### src/rtl/approx_add_pkg.sv
// Shared definitions for the pipelined approximate adder: mode encoding,
// the lower-part-OR helper and a saturating accumulator helper.
package approx_add_pkg;

  localparam logic MODE_EXACT = 1'b0;
  localparam logic MODE_LOA   = 1'b1;

  // Widest operand/accumulator the helpers handle
  localparam int unsigned MAX_W = 64;

  // LOA low field in bits [k-1:0] with its speculative carry at bit k (k < MAX_W)
  function automatic logic [MAX_W-1:0] loa_low(input logic [MAX_W-1:0] a,
                                               input logic [MAX_W-1:0] b,
                                               input int unsigned      k);
    logic [MAX_W-1:0] r;
    r = '0;
    for (int unsigned i = 0; i < MAX_W; i++) begin
      if (i < k) r[i] = a[i] | b[i];
    end
    for (int unsigned i = 1; i < MAX_W; i++) begin
      if (i == k) r[i] = a[i-1] & b[i-1];
    end
    return r;
  endfunction

  // acc + inc clamped to 2^w - 1 (w <= MAX_W)
  function automatic logic [MAX_W-1:0] sat_inc(input logic [MAX_W-1:0] acc,
                                               input logic [MAX_W-1:0] inc,
                                               input int unsigned      w);
    logic [MAX_W:0] s;
    logic [MAX_W:0] lim;
    s   = {1'b0, acc} + {1'b0, inc};
    lim = ((MAX_W+1)'(1) << w) - (MAX_W+1)'(1);
    return MAX_W'((s > lim) ? lim : s);
  endfunction

endpackage

### src/rtl/approx_err_mon.sv
// Online approximation-error statistics; compiled only with APPROX_ERR_MON_EN.
`ifdef APPROX_ERR_MON_EN
module approx_err_mon
  import approx_add_pkg::*;
#(
  parameter int unsigned W     = 8,
  parameter int unsigned ACC_W = 32
) (
  input  logic             clk,
  input  logic             rst_n,
  input  logic             clr,
  input  logic             upd,
  input  logic [W:0]       e,
  output logic [ACC_W-1:0] err_sum,
  output logic [W:0]       err_max,
  output logic [ACC_W-1:0] err_cnt
);

  logic [ACC_W-1:0] err_sum_q, err_sum_d;
  logic [W:0]       err_max_q, err_max_d;
  logic [ACC_W-1:0] err_cnt_q, err_cnt_d;

  // Clear takes priority over a coincident sample
  always_comb begin
    err_sum_d = err_sum_q;
    err_max_d = err_max_q;
    err_cnt_d = err_cnt_q;
    if (clr) begin
      err_sum_d = '0;
      err_max_d = '0;
      err_cnt_d = '0;
    end else if (upd) begin
      err_sum_d = ACC_W'(sat_inc(MAX_W'(err_sum_q), MAX_W'(e), ACC_W));
      if (e > err_max_q) err_max_d = e;
      err_cnt_d = ACC_W'(sat_inc(MAX_W'(err_cnt_q), MAX_W'(e != '0), ACC_W));
    end
  end

  always_ff @(posedge clk or negedge rst_n) begin
    if (!rst_n) begin
      err_sum_q <= '0;
      err_max_q <= '0;
      err_cnt_q <= '0;
    end else begin
      err_sum_q <= err_sum_d;
      err_max_q <= err_max_d;
      err_cnt_q <= err_cnt_d;
    end
  end

  assign err_sum = err_sum_q;
  assign err_max = err_max_q;
  assign err_cnt = err_cnt_q;

endmodule
`endif

### src/rtl/approx_add_pipe.sv
// Two-stage valid/ready adder with a runtime LOA approximation on the low LOW_K bits.
// Define APPROX_ERR_MON_EN to build the online error monitor.
module approx_add_pipe
  import approx_add_pkg::*;
#(
  parameter int unsigned W     = 8,
  parameter int unsigned LOW_K = 4,
  parameter int unsigned ACC_W = 32
) (
  input  logic             clk,
  input  logic             rst_n,
  input  logic             in_valid,
  output logic             in_ready,
  input  logic [W-1:0]     in_a,
  input  logic [W-1:0]     in_b,
  input  logic             in_mode,
  output logic             out_valid,
  input  logic             out_ready,
  output logic [W:0]       out_sum,
  input  logic             err_clr,
  output logic [ACC_W-1:0] err_sum,
  output logic [W:0]       err_max,
  output logic [ACC_W-1:0] err_cnt
);

  localparam int unsigned SW = W + 1;
  localparam logic [W-1:0] LOW_MASK = W'((SW'(1) << LOW_K) - SW'(1));

  logic         s1_valid_q, s1_valid_d;
  logic [W-1:0] s1_a_q, s1_a_d;
  logic [W-1:0] s1_b_q, s1_b_d;
  logic [W-1:0] s1_low_q, s1_low_d;
  logic         s1_c_q, s1_c_d;
  logic         out_valid_q, out_valid_d;
  logic [W:0]   out_sum_q, out_sum_d;

  logic         s2_advance;
  logic         in_xfer;
  logic [W-1:0] exact_low;
  logic [W-1:0] loa_sum;
  logic [W:0]   hi_sum;
  logic [W:0]   s2_sum;

  always_comb begin
    s2_advance = !out_valid_q || out_ready;
    in_ready   = !s1_valid_q || s2_advance;
    in_xfer    = in_valid && in_ready;
  end

  // Stage 1: low field and carry into the upper part; carry lands at bit LOW_K
  always_comb begin
    s1_valid_d = s1_valid_q;
    s1_a_d     = s1_a_q;
    s1_b_d     = s1_b_q;
    s1_low_d   = s1_low_q;
    s1_c_d     = s1_c_q;
    exact_low  = (in_a & LOW_MASK) + (in_b & LOW_MASK);
    loa_sum    = W'(loa_low(MAX_W'(in_a), MAX_W'(in_b), LOW_K));
    if (in_ready) s1_valid_d = in_valid;
    if (in_xfer) begin
      s1_a_d = in_a;
      s1_b_d = in_b;
      if (in_mode == MODE_LOA) begin
        s1_low_d = loa_sum & LOW_MASK;
        s1_c_d   = loa_sum[LOW_K];
      end else begin
        s1_low_d = exact_low & LOW_MASK;
        s1_c_d   = exact_low[LOW_K];
      end
    end
  end

  // Stage 2: exact upper sum, concatenated with the stage-1 low field
  always_comb begin
    out_valid_d = out_valid_q;
    out_sum_d   = out_sum_q;
    hi_sum      = SW'(s1_a_q >> LOW_K) + SW'(s1_b_q >> LOW_K) + SW'(s1_c_q);
    s2_sum      = (hi_sum << LOW_K) | SW'(s1_low_q);
    if (s2_advance) begin
      out_valid_d = s1_valid_q;
      if (s1_valid_q) out_sum_d = s2_sum;
    end
  end

  always_ff @(posedge clk or negedge rst_n) begin
    if (!rst_n) begin
      s1_valid_q  <= 1'b0;
      s1_a_q      <= '0;
      s1_b_q      <= '0;
      s1_low_q    <= '0;
      s1_c_q      <= 1'b0;
      out_valid_q <= 1'b0;
      out_sum_q   <= '0;
    end else begin
      s1_valid_q  <= s1_valid_d;
      s1_a_q      <= s1_a_d;
      s1_b_q      <= s1_b_d;
      s1_low_q    <= s1_low_d;
      s1_c_q      <= s1_c_d;
      out_valid_q <= out_valid_d;
      out_sum_q   <= out_sum_d;
    end
  end

  assign out_valid = out_valid_q;
  assign out_sum   = out_sum_q;

`ifdef APPROX_ERR_MON_EN
  logic [W:0] exact_sum;
  logic [W:0] err_e_q, err_e_d;

  // Error travels with its result so the monitor samples it at the out handshake
  always_comb begin
    err_e_d   = err_e_q;
    exact_sum = SW'(s1_a_q) + SW'(s1_b_q);
    if (s2_advance && s1_valid_q) begin
      err_e_d = (exact_sum >= s2_sum) ? exact_sum - s2_sum : s2_sum - exact_sum;
    end
  end

  always_ff @(posedge clk or negedge rst_n) begin
    if (!rst_n) err_e_q <= '0;
    else        err_e_q <= err_e_d;
  end

  approx_err_mon #(
    .W     (W),
    .ACC_W (ACC_W)
  ) u_err_mon (
    .clk     (clk),
    .rst_n   (rst_n),
    .clr     (err_clr),
    .upd     (out_valid_q && out_ready),
    .e       (err_e_q),
    .err_sum (err_sum),
    .err_max (err_max),
    .err_cnt (err_cnt)
  );
`else
  logic unused_err_clr;
  assign unused_err_clr = err_clr;
  assign err_sum = '0;
  assign err_max = '0;
  assign err_cnt = '0;
`endif

endmodule

### config.mk
export PLATFORM = sky130hd
export DESIGN_NAME = approx_add_pipe
export DESIGN_NICKNAME = d
export VERILOG_FILES = /design/src/rtl/approx_add_pkg.sv /design/src/rtl/approx_err_mon.sv /design/src/rtl/approx_add_pipe.sv
export SDC_FILE = /design/constraint.sdc
export NUM_CORES = 1
export LEC_CHECK = 0
export ABC_AREA = 1
export BUFFER_PORTS_ARGS = -buffer_cell sky130_fd_sc_hd__buf_2
export CAP_MARGIN = 10
export CELL_PAD_IN_SITES_DETAIL_PLACEMENT = 1
export CELL_PAD_IN_SITES_GLOBAL_PLACEMENT = 1
export CORE_MARGIN = 5
export CORE_UTILIZATION = 33
export CTS_CLUSTER_DIAMETER = 120
export DETAILED_ROUTE_END_ITERATION = 8
export HOLD_SLACK_MARGIN = 0.1
export PLACE_DENSITY = 0.95
export SETUP_SLACK_MARGIN = 0.4
export SYNTH_ARGS = -nofsm -noshare
export SYNTH_HDL_FRONTEND = slang
export SYNTH_SLANG_ARGS = --single-unit
export TNS_END_PERCENT = 50
### constraint.sdc
create_clock -name clk -period 3.05 [get_ports clk]
set_input_delay 0.4575 -clock clk [delete_from_list [all_inputs] [get_ports clk]]
set_output_delay 0.4575 -clock clk [all_outputs]
set_load 0.005 [all_outputs]
After elaboration in Yosys (flattened, before gate mapping). Cells that the tools add are included.

Reduce and logical (&&, ||, !) cells: 6. Add/subtract/negate cells: 3. Mux-type cells: 2. Bitwise logic cells: 6.

Operators by type and width (count): 4-bit by 4-bit adder with 5-bit output (2); 9-bit by 8-bit OR with 9-bit output (1); 5-bit by 1-bit adder with 5-bit output (1); 4-bit two-way mux (1); 1-bit OR (4); 1-bit logical NOT (2); 1-bit logical OR (2); 2-bit AND reduction (1); 1-bit AND (1); 1-bit logical AND (1); 1-bit two-way mux (1).

Register bits after elaboration: 36. Bits of input ports: 22. Word-level logic and storage cells: 24. Output and inout bits: 84.

Longest topological paths before layout.
Depth after elaboration: 4. Depth in mapped cells: 9. Mapped depth without buffers: 9.

Worst setup path after synthesis. OpenSTA, ideal clock, no wires.

Path type: reg2reg. Start: register s1_a_q[4]. End: register out_sum_q[5], in the netlist out_sum[5]. Setup slack: 1.560 ns. Arrival: 1.416 ns. Period minus slack after synthesis: 1.490 ns. Cell stages (with the launch flop): 5. Path through: dfrtp_1 fa_1 inv_1 fa_1 o21ai_2.

Longest elaborated chain between the ends: 3.

Ends and longest elaborated chain: start, declared (RTL line approx_add_pipe.sv:30) `logic [W-1:0] s1_a_q, s1_a_d;`; start signal, assigned (RTL line approx_add_pipe.sv:88) `s1_a_q <= '0;`; start signal, assigned (RTL line approx_add_pipe.sv:96) `s1_a_q <= s1_a_d;`; 4-bit by 4-bit adder with 5-bit output (RTL line approx_add_pipe.sv:77) `hi_sum = SW'(s1_a_q >> LOW_K) + SW'(s1_b_q >> LOW_K) + SW'(s1_c_q);`; 5-bit by 1-bit adder with 5-bit output (RTL line approx_add_pipe.sv:77); 9-bit by 8-bit OR with 9-bit output (RTL line approx_add_pipe.sv:78) `s2_sum = (hi_sum << LOW_K) | SW'(s1_low_q);`; end signal, assigned (RTL line approx_add_pipe.sv:101) `out_sum_q <= out_sum_d;`; end, declared (RTL line approx_add_pipe.sv:35) `logic [W:0] out_sum_q, out_sum_d;`.

No other way between the ends. A chain may end at the register's enable or synchronous reset.

Final worst setup path. Ends and elaborated chain as after synthesis.

==> impl_metrics.py <==
metrics = {
    "status": {
        "run_status": "complete, no violations",
    },
    "cts": {
        "cts_inserted_buffers": 3,
        "postCtsResizedCells": 0,
        "cts_setup_buffers": 0,
        "ctsRootBufferMaster": "sky130_fd_sc_hd__clkbuf_8",
        "sinks_on_the_clock_net": 24,
        "clkTransAtPathRegs_ns": 0.09,
        "cts-root-to-sink-buffers": 2,
        "ctsHtreeMaxLevel": 1,
        "ctsHoldBuffers": 0,
        "cts_tree": "done",
        "worst_skew_pair_latency_ns": 0.26,
    },
    "drt": {
        "dr.first_iter.drc_count": 56,
        "route.detailed.drc": 0,
        "detail_route.wirelength_mm": 3.761,
        "drtPass1Iterations": 4,
        "via_count": 1256,
        "ant_nets": 0,
        "avgViaCountPerCell": 3.806,
        "drt-wirelength-per-cell_microns": 11.40,
    },
    "die": {
        "floorplan.initialDensity_pct": 33.97,
        "num_io_pins": 106,
        "core_region_area_sq_um": 5507,
        "die_w_microns": 85.29,
        "die-area_sq_um": 7274,
        "row_count": 27,
        "fp.dieH_microns": 85.29,
    },
    "place": {
        "gp_congestion": 0.7676,
        "post_dp_cell_area_sq_um": 1804,
        "portBuffers": 31,
        "detailed_place_hpwl_mm": 3.240,
    },
    "sta": {
        "final_period_minus_worst_setup_slack_ns": 1.584,
        "slew_headroom_pct": 64.75,
        "timing_max_transition_violations_final": 0,
        "final-setup-viol-count": 0,
        "timing.fmax_ghz": 0.6312,
        "tightestPinTransition_ns": 0.5288,
        "final_clock_period_utilization_by_the_worst_path_pct": 51.94,
        "hold_slack_ns": 0.1620,
        "fin_setup_tns_ns": 0,
        "clock_skew_ns": 0.006621,
        "final-hold-violation-count": 0,
        "grt_setup_unrepaired": "false",
    },
    "worst_setup_path": {
        "cp_top_family": "adder cells",
        "worst_ep_arrival_time_ns": 1.78,
        "worst-endpoint-required_ns": 3.24,
        "crit_chain": "fa_1 > inv_1 > fa_1 > o21ai_2",
        "critical-path-top-cell-by-count": "sky130_fd_sc_hd__fa_1",
        "worst_setup_ep_type": "flop",
        "crit_path_max_incr_delay_ns": 0.46,
        "worst-path-buf-inv": 1,
        "critical_path.slowest_cell": "sky130_fd_sc_hd__fa_1",
        "critPathLaunchType": "flop",
        "crit_type": "reg -> reg",
        "maximum_fanout_count_along_the_critical_path": 2,
    },
    "finish": {
        "net_count_final": 295,
        "syn_to_final_growth_pct": -0.6022,
        "layout.filler_cells": 700,
        "final_design_area_no_fill_sq_um": 1859,
        "leading_cell_type_in_the_layout_fill_and_taps_excluded": "sky130_fd_sc_hd__conb_1",
        "most-common-layout-cells": "73 x sky130_fd_sc_hd__conb_1, 61 x sky130_fd_sc_hd__nand2_1, 31 x sky130_fd_sc_hd__buf_2, 24 x sky130_fd_sc_hd__dfrtp_1, 19 x sky130_fd_sc_hd__inv_1",
        "final_layout_size_suffix_gt1_share_pct": 16.67,
        "insertedDiodeCount": 0,
        "footprint_of_the_multi_input_gates_sq_um": 880.8,
        "register_area_sq_um": 600.6,
    },
    "job": {
        "max-cap-violations": 0,
    },
    "global_route": {
        "via_count_of_the_first_global_routing_pass": 1378,
        "grt_start_max_net_pins": 25,
        "gr-usage-all-layers_pct": 9.683,
        "grt_pass1_wl_mm": 5.892,
        "antenna_found_initial": 0,
        "grt_overflow": 0,
    },
    "yosys": {
        "post_synth.cell_area_avg_sq_um": 8.240,
        "synth-seq-area-share_pct": 32.11,
        "number_of_instances_in_the_synthesized_netlist": 227,
        "mappedNetlistArea_sq_um": 1871,
        "netlist-cell-type-count": 19,
        "number_of_warning_messages_in_the_yosys_log": 0,
        "synth.ff_latch_count": 24,
    },
    "min_path": {
        "hp-class": "in -> async",
    },
    "pwr": {
        "p_per_area_nw_per_um2": 522.9,
        "leakagePower_nw": 1.120,
        "ir_worst_vdd_mv": 0.2285,
    },
}
==> registers in the layout, indices dropped and copies added, names as in the netlist <==
name	cells
s1_valid_q	1
s1_a_q	4
out_sum	9
s1_low_q	4
s1_b_q	4
s1_c_q	1
out_valid	1
==> worst paths after layout <==
kind / slack [ns] / end / depth (start not counted) / from
setup / recovery: 1.47 / out_sum[5] / 4 / s1_a_q[4]
hold / removal: 0.16 / out_sum[4] / 1 / rst_n
setup reg to reg: 1.47 / out_sum[5] / 4 / s1_a_q[4]
hold reg to reg: 0.48 / out_sum[8] / 2 / out_sum[8]
max in group asynchronous: 2.53 / s1_c_q / 1 / rst_n
min in group clk: 0.39 / s1_b_q[4] / 3 / in_b[4]
==> area by class of cell <==
class                      count  share of cell area [%]
inverter                      20                   4.172
tap                           72                   4.845
sequential                    24                   32.30
timing repair buffer          31                   8.345
clock buffer                   4                   2.961
multi-input combinational    179                   47.38
==> worst reg2reg max path, stage by stage (launching register included) <==
cell and delay [ns]:
sky130_fd_sc_hd__dfrtp_1 0.42, sky130_fd_sc_hd__fa_1 0.46, sky130_fd_sc_hd__inv_1 0.09, sky130_fd_sc_hd__fa_1 0.42, sky130_fd_sc_hd__o21ai_2 0.13
==> cells in the mapped netlist <==
cell                        n  area [sq um]
sky130_fd_sc_hd__o21ai_0    9         45.04
sky130_fd_sc_hd__nand2_2    1         6.260
sky130_fd_sc_hd__dfrtp_1   24         600.6
sky130_fd_sc_hd__nand3_1    5         25.02
sky130_fd_sc_hd__a21oi_1    3         15.01
sky130_fd_sc_hd__ha_1      11         137.6
sky130_fd_sc_hd__xor2_1     1         8.760
sky130_fd_sc_hd__buf_4     74         555.5
sky130_fd_sc_hd__inv_4      1         6.260
sky130_fd_sc_hd__buf_6      1         11.26
sky130_fd_sc_hd__inv_1     19         71.32
sky130_fd_sc_hd__buf_8      1         15.01
sky130_fd_sc_hd__nor2_1     5         18.77
sky130_fd_sc_hd__nand2_1   61         229.0
sky130_fd_sc_hd__conb_1     1         3.750
sky130_fd_sc_hd__nand3_2    1         10.01
sky130_fd_sc_hd__nand3b_1   1         7.510
sky130_fd_sc_hd__o21ai_2    5         43.79
sky130_fd_sc_hd__fa_1       3         60.06
==> layer usage <==
layer	vias to the layer above	wire length [microns]	global-route usage [%]
met4	0	44	4.029
met1	584	1373	10.51
li1	611	-	-
met5	-	0	0
met3	4	294	1.359
met2	57	2049	18.50
==> power breakdown <==
part	internal, mW	switching, mW
Clock	0.115	0.100
Sequential	0.398	0.0461
Combinational	0.123	0.190
Total	0.636	0.336
==> stage by stage <==
stage | worst slack [ns] | power, mW | cells | utilization (%)
3_3_place_gp | 1.386 | 0.7327 | 326 | 32.77
2_1_floorplan | 1.560 | 0.7096 | 299 | -
3_5_place_dp | 1.335 | 0.7666 | 326 | 32.77
6_report | 1.466 | 0.9721 | 330 | 33.77
4_1_cts | 1.464 | 0.9824 | 330 | 33.77
5_1_grt | 1.417 | 1.042 | 330 | 33.77
==> logic make-up after synthesis <==
family,Yosys count,share of synthesized area (%)
flip-flops,24,32.11
XOR/XNOR,1,0.4683
AO/OA/AOI/OAI,17,5.551
other,1,0.2005
buffers and inverters,96,35.25
adder cells (fa/ha/maj),14,10.57
AND/OR/NAND/NOR,74,15.85
Note: power is estimated with default switching activity, not from simulation.
